## src/rtl/mem_port_arbiter.sv

```systemverilog
// mem_port_arbiter: fetch vs load/store arbiter and access sequencer for the data memory port.
// Optional starvation guard for fetch: define MEM_ARB_STARVE_GUARD_EN.
module mem_port_arbiter #(
  parameter int MEM_BITS      = 20,
  parameter int DATA_SIZE     = 64,
  parameter int ACCESS_CYCLES = 2,
  parameter int STARVE_LIMIT  = 4
) (
  input  logic                 clk,
  input  logic                 rst_n,
  input  logic                 if_req,
  input  logic [MEM_BITS-1:0]  if_addr,
  output logic                 if_gnt,
  output logic                 if_rsp_valid,
  output logic [DATA_SIZE-1:0] if_rsp_data,
  input  logic                 ls_req,
  input  logic                 ls_we,
  input  logic [MEM_BITS-1:0]  ls_addr,
  input  logic [2:0]           ls_mode,
  input  logic [DATA_SIZE-1:0] ls_wdata,
  output logic                 ls_gnt,
  output logic                 ls_rsp_valid,
  output logic [DATA_SIZE-1:0] ls_rsp_data,
  output logic                 mem_we,
  output logic [MEM_BITS-1:0]  mem_addr,
  output logic [2:0]           mem_mode,
  output logic [DATA_SIZE-1:0] mem_wdata,
  input  logic [DATA_SIZE-1:0] mem_rdata
);

  typedef enum logic {IDLE, BUSY} state_t;

  localparam logic [3:0] CNT_LOAD = 4'(ACCESS_CYCLES - 1);
  localparam logic [2:0] MODE_LWU = 3'b110;

  state_t               state;
  state_t               state_nx;
  logic                 own_ls;
  logic [MEM_BITS-1:0]  addr_q;
  logic [2:0]           mode_q;
  logic                 we_q;
  logic [DATA_SIZE-1:0] wdata_q;
  logic [3:0]           cnt_q;
  logic                 last;
  logic                 force_if;

  assign last = (cnt_q == 4'd0);

`ifdef MEM_ARB_STARVE_GUARD_EN
  logic [3:0] starve_q;

  assign force_if = (starve_q == 4'(STARVE_LIMIT));

  // count contested decisions lost by fetch; a fetch grant clears it
  always_ff @(posedge clk or negedge rst_n) begin
    if (!rst_n) begin
      starve_q <= 4'd0;
    end else if (if_gnt) begin
      starve_q <= 4'd0;
    end else if (ls_gnt && if_req) begin
      starve_q <= starve_q + 4'd1;
    end
  end
`else
  assign force_if = 1'b0;
`endif

  // state register
  always_ff @(posedge clk or negedge rst_n) begin
    if (!rst_n) begin
      state <= IDLE;
    end else begin
      state <= state_nx;
    end
  end

  // arbitration, next state and memory port drive
  always_comb begin
    state_nx  = state;
    if_gnt    = 1'b0;
    ls_gnt    = 1'b0;
    mem_we    = 1'b0;
    mem_addr  = '0;
    mem_mode  = 3'b000;
    mem_wdata = '0;
    unique case (state)
      IDLE: begin
        if (ls_req && !(if_req && force_if)) begin
          ls_gnt   = 1'b1;
          state_nx = BUSY;
        end else if (if_req) begin
          if_gnt   = 1'b1;
          state_nx = BUSY;
        end
      end
      BUSY: begin
        mem_addr  = addr_q;
        mem_mode  = mode_q;
        mem_wdata = wdata_q;
        mem_we    = we_q && last;
        if (last) begin
          state_nx = IDLE;
        end
      end
    endcase
  end

  // latch the winning request, run the access counter, register responses
  always_ff @(posedge clk or negedge rst_n) begin
    if (!rst_n) begin
      own_ls       <= 1'b0;
      addr_q       <= '0;
      mode_q       <= 3'b000;
      we_q         <= 1'b0;
      wdata_q      <= '0;
      cnt_q        <= 4'd0;
      if_rsp_valid <= 1'b0;
      ls_rsp_valid <= 1'b0;
      if_rsp_data  <= '0;
      ls_rsp_data  <= '0;
    end else begin
      if_rsp_valid <= 1'b0;
      ls_rsp_valid <= 1'b0;
      if (ls_gnt) begin
        own_ls  <= 1'b1;
        addr_q  <= ls_addr;
        mode_q  <= ls_mode;
        we_q    <= ls_we;
        wdata_q <= ls_wdata;
        cnt_q   <= CNT_LOAD;
      end else if (if_gnt) begin
        own_ls  <= 1'b0;
        addr_q  <= if_addr;
        mode_q  <= MODE_LWU;
        we_q    <= 1'b0;
        wdata_q <= '0;
        cnt_q   <= CNT_LOAD;
      end else if (state == BUSY && !last) begin
        cnt_q <= cnt_q - 4'd1;
      end
      if (state == BUSY && last) begin
        if (own_ls) begin
          ls_rsp_valid <= 1'b1;
          if (!we_q) begin
            ls_rsp_data <= mem_rdata;
          end
        end else begin
          if_rsp_valid <= 1'b1;
          if_rsp_data  <= mem_rdata;
        end
      end
    end
  end

endmodule

```

## config.mk

```make
export PLATFORM = sky130hd
export DESIGN_NAME = mem_port_arbiter
export DESIGN_NICKNAME = d
export VERILOG_FILES = /design/src/rtl/mem_port_arbiter.sv
export SDC_FILE = /design/constraint.sdc
export NUM_CORES = 1
export LEC_CHECK = 0
export ABC_AREA = 1
export CAP_MARGIN = 10
export CORE_ASPECT_RATIO = 1.1
export CORE_MARGIN = 3
export CORE_UTILIZATION = 39
export CTS_CLUSTER_DIAMETER = 50
export CTS_CLUSTER_SIZE = 24
export DETAILED_ROUTE_END_ITERATION = 8
export PLACE_DENSITY_LB_ADDON = 0.12
export SLEW_MARGIN = 20
export SYNTH_ARGS = -nofsm -noshare
export SYNTH_HDL_FRONTEND = slang
export SYNTH_SLANG_ARGS = --single-unit
```

## constraint.sdc

```tcl
create_clock -name clk -period 1.44 [get_ports clk]
set_clock_uncertainty 0.15 [all_clocks]
set_input_delay 0.288 -clock clk [delete_from_list [all_inputs] [get_ports clk]]
set_output_delay 0.288 -clock clk [all_outputs]
set_load 0.005 [all_outputs]
```

---- Yosys cells after proc, flatten, opt, wreduce, memory -nomap -nowiden ----
Index checks and enable logic that the tools add are counted.
Widths: inputs -> output; s select.
storage, ports and cells
  register bits ........................... 224
  input bits .............................. 176
operators by class
  $add $sub $neg .......................... 1
  mux-type cells .......................... 28
  bitwise gates (word level) .............. 3
  reductions and logical operators ........ 9
operators with widths
  cell                 number
  $mux 64              3
  $mux 20              3
  $mux 1               15
  $mux 4               3
  $mux 3               3
  $logic_not 4->1      1
  $sub 4x1->4 const B  1
  $logic_and 1x1->1    3
  $not 1->1            3
  $reduce_and 3->1     1
  $reduce_bool 3->1    1
  $pmux 1 s2           1
  $reduce_and 2->1     1
  $reduce_bool 2->1    1
  $logic_not 1->1      1

---- Depth between registers and ports, before layout ----
  depth after elaboration ................. 6
  depth in mapped cells ................... 9
  mapped depth without buffers ............ 7

---- Least setup slack after synthesis ----
OpenSTA, ideal clock, no wires.
  path kind ............................... register to register
  start point ............................. register cnt_q[0]
  end point ............................... register if_rsp_data[16]
  data arrival time ....................... 1.319 ns
  required time ........................... 1.160 ns
  slack ................................... -0.159 ns
  cell stages (with the launch flop) ...... 10
  buffers on the path ..................... 2
  period minus slack after synthesis ...... 1.599 ns
  cells stage by stage .................... dfrtp_1 -> inv_1 -> ha_1 -> nand3_2 -> inv_2 -> nand3_2 -> buf_4 -> buf_2 -> nand2_1 -> o21ai_0
on the way
  longest elaborated chain between the ends .. 3
ends and longest elaborated chain
  what                               line  text
  from (decl)                        43    logic [3:0] cnt_q;
  from (signal assigned)             139   cnt_q <= cnt_q - 4'd1;
  $logic_not 4->1                    47    assign last = (cnt_q == 4'd0);
  $logic_and 1x1->1                  141   if (state == BUSY && last) begin
  $reduce_and 2->1 (no source line)  --
  to (signal assigned)               149   if_rsp_data <= mem_rdata;
  to (decl)                          15    output logic [DATA_SIZE-1:0] if_rsp_data,
Every way passes these cells.
A chain may end at the register's enable or synchronous reset.

---- Final worst setup path ----
  start point ............................. register state
  end point ............................... output port mem_mode[1]
on the way
  longest elaborated chain between the ends .. 1
ends and longest elaborated chain
  what                    line  text
  from (decl)             36    state_t state;
  from (signal assigned)  73    state <= state_nx;
  $mux 3                  86    unique case (state)
  to (decl)               26    output logic [2:0] mem_mode,
Every way passes these cells.

==> reports/metrics.csv <==
metric,value,unit
outcome,"finished, violations left",
failing checks,negative setup slack,
crit-path max FO,10,
Min-Delay Path Class,input pin to asynchronous set/reset pin,
logic gate share of total power,0.520,
clk_lat worst skew,0.53,ns
global-route wire length before repair,47.3,mm
Core Region,23100,um^2
Post-synth EDFFs,0,
Site Rows,58,
drt pass-1 iters,4,
I/O Pins,396,
Mapped Nets,1124,
"CTS clk-pin slew, worst paths",0.09,ns
Post-synth ARST share,1.00,
fin cells,1867,
Area Overhead vs Synth,84.7,%
Synth area leader,dfrtp_1,
post-route antenna net violation count,0,
cell count after placement,1642,
wire per inst,19.7,um
Total GRT Usage,0.227,
Sw Share,0.367,
Final Worst Setup Slack,-0.699,ns
# diodes,0,
commonest cells in the netlist,"244 x nand2_1, 224 x dfrtp_1, 160 x inv_1",
IO buf count,395,
vias in the first global route,8578,
Final min period,2.14,ns
internal power,0.0238,W
Worst Tran Pin Value,0.444,ns
RSZ-0062 raised after global routing,yes,
#FFs+latches synth,224,
TNS Setup,-178.79,ns
number of synthesis warnings,0,
max_slew headroom,0.704,
"Top FF cell, synth",dfrtp_1,
WS Path Type,register to output port,
"top cells by area, synth","dfrtp_1 60%, nand2_1 9.9%, inv_1 6.5%, a22o_1 6.1%, o21ai_1 4.4%",
Root Driver,clkbuf_16,
DRC,0,
Clk pwr share,0.179,
DP HPWL,20.5,mm
pwr dens,2190,nW/um^2
Final Max Tran Viols,0,
Synth Cell Area,9280,um^2
NetSw,0.0138,W
top-area cell type share of the netlist area,0.604,
RePlAce Congestion,0.819,
Mapped Cells,947,
GRT overflow,0,
Setup crit end kind,output port,
Max Clock Freq,0.467,GHz
Die Area,25700,um^2
1st-iter DRT viols,409,
overall via count from detail_route,9262,
WL final,36.8,mm
crit path from,state$_DFF_PN0_,
die width,153,um
critical register-to-register path startpoint,state$_DFF_PN0_,
Post-layout nets,1726,
count of cell types in the netlist,23,
drt via density,4.96,
Reg power frac,0.301,
Worst VDD drop,1.07,mV
syn avg cell area,9.80,um^2
P_leak,9.20,nW
Worst EP arrival,1.70,ns
CTS max path bufs,3,
Clock H-tree levels,1,
initial antenna violation count,1,
worst endpoint required time,1.00,ns
final hold vios,0,
layout cells sized above 1,0.468,
CTS sink cnt,224,
Max-Cap Viols,0,
Chip Height,168,um
final period utilization,1.49,
sequential cell area fraction in the yosys report,0.604,
Worst setup SP type,register,
final setup vio count,442,
total CTS buffers,24,
CTS tree,yes,
initial core utilization,0.401,
largest net degree at the start of global routing,61,
top-count cell post-synth,nand2_1,
R2R depth,11,
[final cells by class]
cell class	instances	area [um^2]
timing repair buffer	632	6260
fill	1592	6000
sequential	224	5610
multi-input combinational	501	3350
inverter	163	637
clock buffer	24	601
tap	300	375
clock inverter	20	278
timing repair inverter	3	38.8
[cell usage in the layout, fill, tap and decap left out, drive strengths merged, types with 2 or more instances in the layout]
master         count
buf              403
nand2            244
dfrtp            224
clkdlybuf4s50    174
inv              171
o21ai            152
clkbuf            76
a22o              65
a22oi             20
clkinv            11
nor2               8
nand3              5
clkinvlp           3
o22a               2
o22ai              2
clkdlybuf4s15      2
[worst max-delay path: stages, from the launching register on]
cell	delay (ns)
dfrtp_2	0.44
buf_4	0.15
buf_6	0.11
buf_12	0.13
buf_8	0.13
nand2_1	0.05
inv_1	0.03
buf_2	0.12
[metal layers]
metal  vias to the layer above  GRT usage  part of all wire
li1                       4257          -                 -
met1                      4497      0.283              0.37
met2                       432      0.390              0.51
met3                        74     0.0671             0.088
met4                         2     0.0535             0.032
met5                         -          0           0.00035
[flip-flops by register name, summed over array words and instances, names as in the netlist]
name,cells
if_rsp_data,64
if_rsp_valid,1
we_q,1
mode_q,3
wdata_q,64
own_ls,1
cnt_q,4
ls_rsp_data,64
state,1
ls_rsp_valid,1
addr_q,20
[stage by stage]
step / power, W / hold slack (ns) / setup slack, ns / utilization / cell area [um^2]
after global routing: 0.0397 / 0.0932 / -0.767 / 0.741 / 17200
after detailed placement: 0.0257 / 0.0491 / -0.555 / 0.604 / 14000
after floorplan: 0.0170 / -0.158 / -0.0360 / - / 9410
after global placement: 0.0254 / 0.0501 / -0.538 / 0.604 / 14000
final: 0.0376 / 0.0862 / -0.699 / 0.741 / 17200
after CTS: 0.0330 / 0.0791 / -0.789 / 0.649 / 15000
[final timing paths]
kind	slack, ns	end
worst max-delay path	-0.70	mem_mode[1]
worst min-delay path	0.09	if_rsp_data[25]$_DFFE_PN0P_
worst max register to register	-0.64	if_rsp_data[25]$_DFFE_PN0P_
worst min register to register	0.33	ls_rsp_data[5]$_DFFE_PN0P_
max in group asynchronous	0.50	wdata_q[39]$_DFFE_PN0P_
min in group clk	0.15	addr_q[2]$_DFFE_PN0P_
[power by group through the flow]
stage	clock, W	combinational (W)	sequential (W)
global route	0.00709	0.0210	0.0116
global placement	0	0.0144	0.0110
floorplan	0	0.00600	0.0110
CTS	0.00680	0.0152	0.0110
finish	0.00671	0.0195	0.0113
detailed placement	0	0.0147	0.0110
[cell families (layout without fill, tap and decap cells)]
logic type                 count (synthesis)  after routing  share of synthesized area
and+or+nand+nor                          258            258                      0.108
xor gates and xnor gates                   1              1                   0.000944
adders and majority gates                  1              1                    0.00135
AOI/OAI and AO/OA                        240            241                      0.176
buffers and inverters                    223            842                      0.110
DFF                                      224            224                      0.604
[timing repair]
action / 4_1_cts / 5_1_grt
setup buffers: 75 / 58
endpoints found under the hold margin: 224 / 0
gates resized for setup: 929 / 307
gates cloned: 8 / 47
setup endpoints to repair: 442 / 443
hold buffers: 1 / 0
pin swaps: 1 / 13
(Power assumes the default switching activity.)
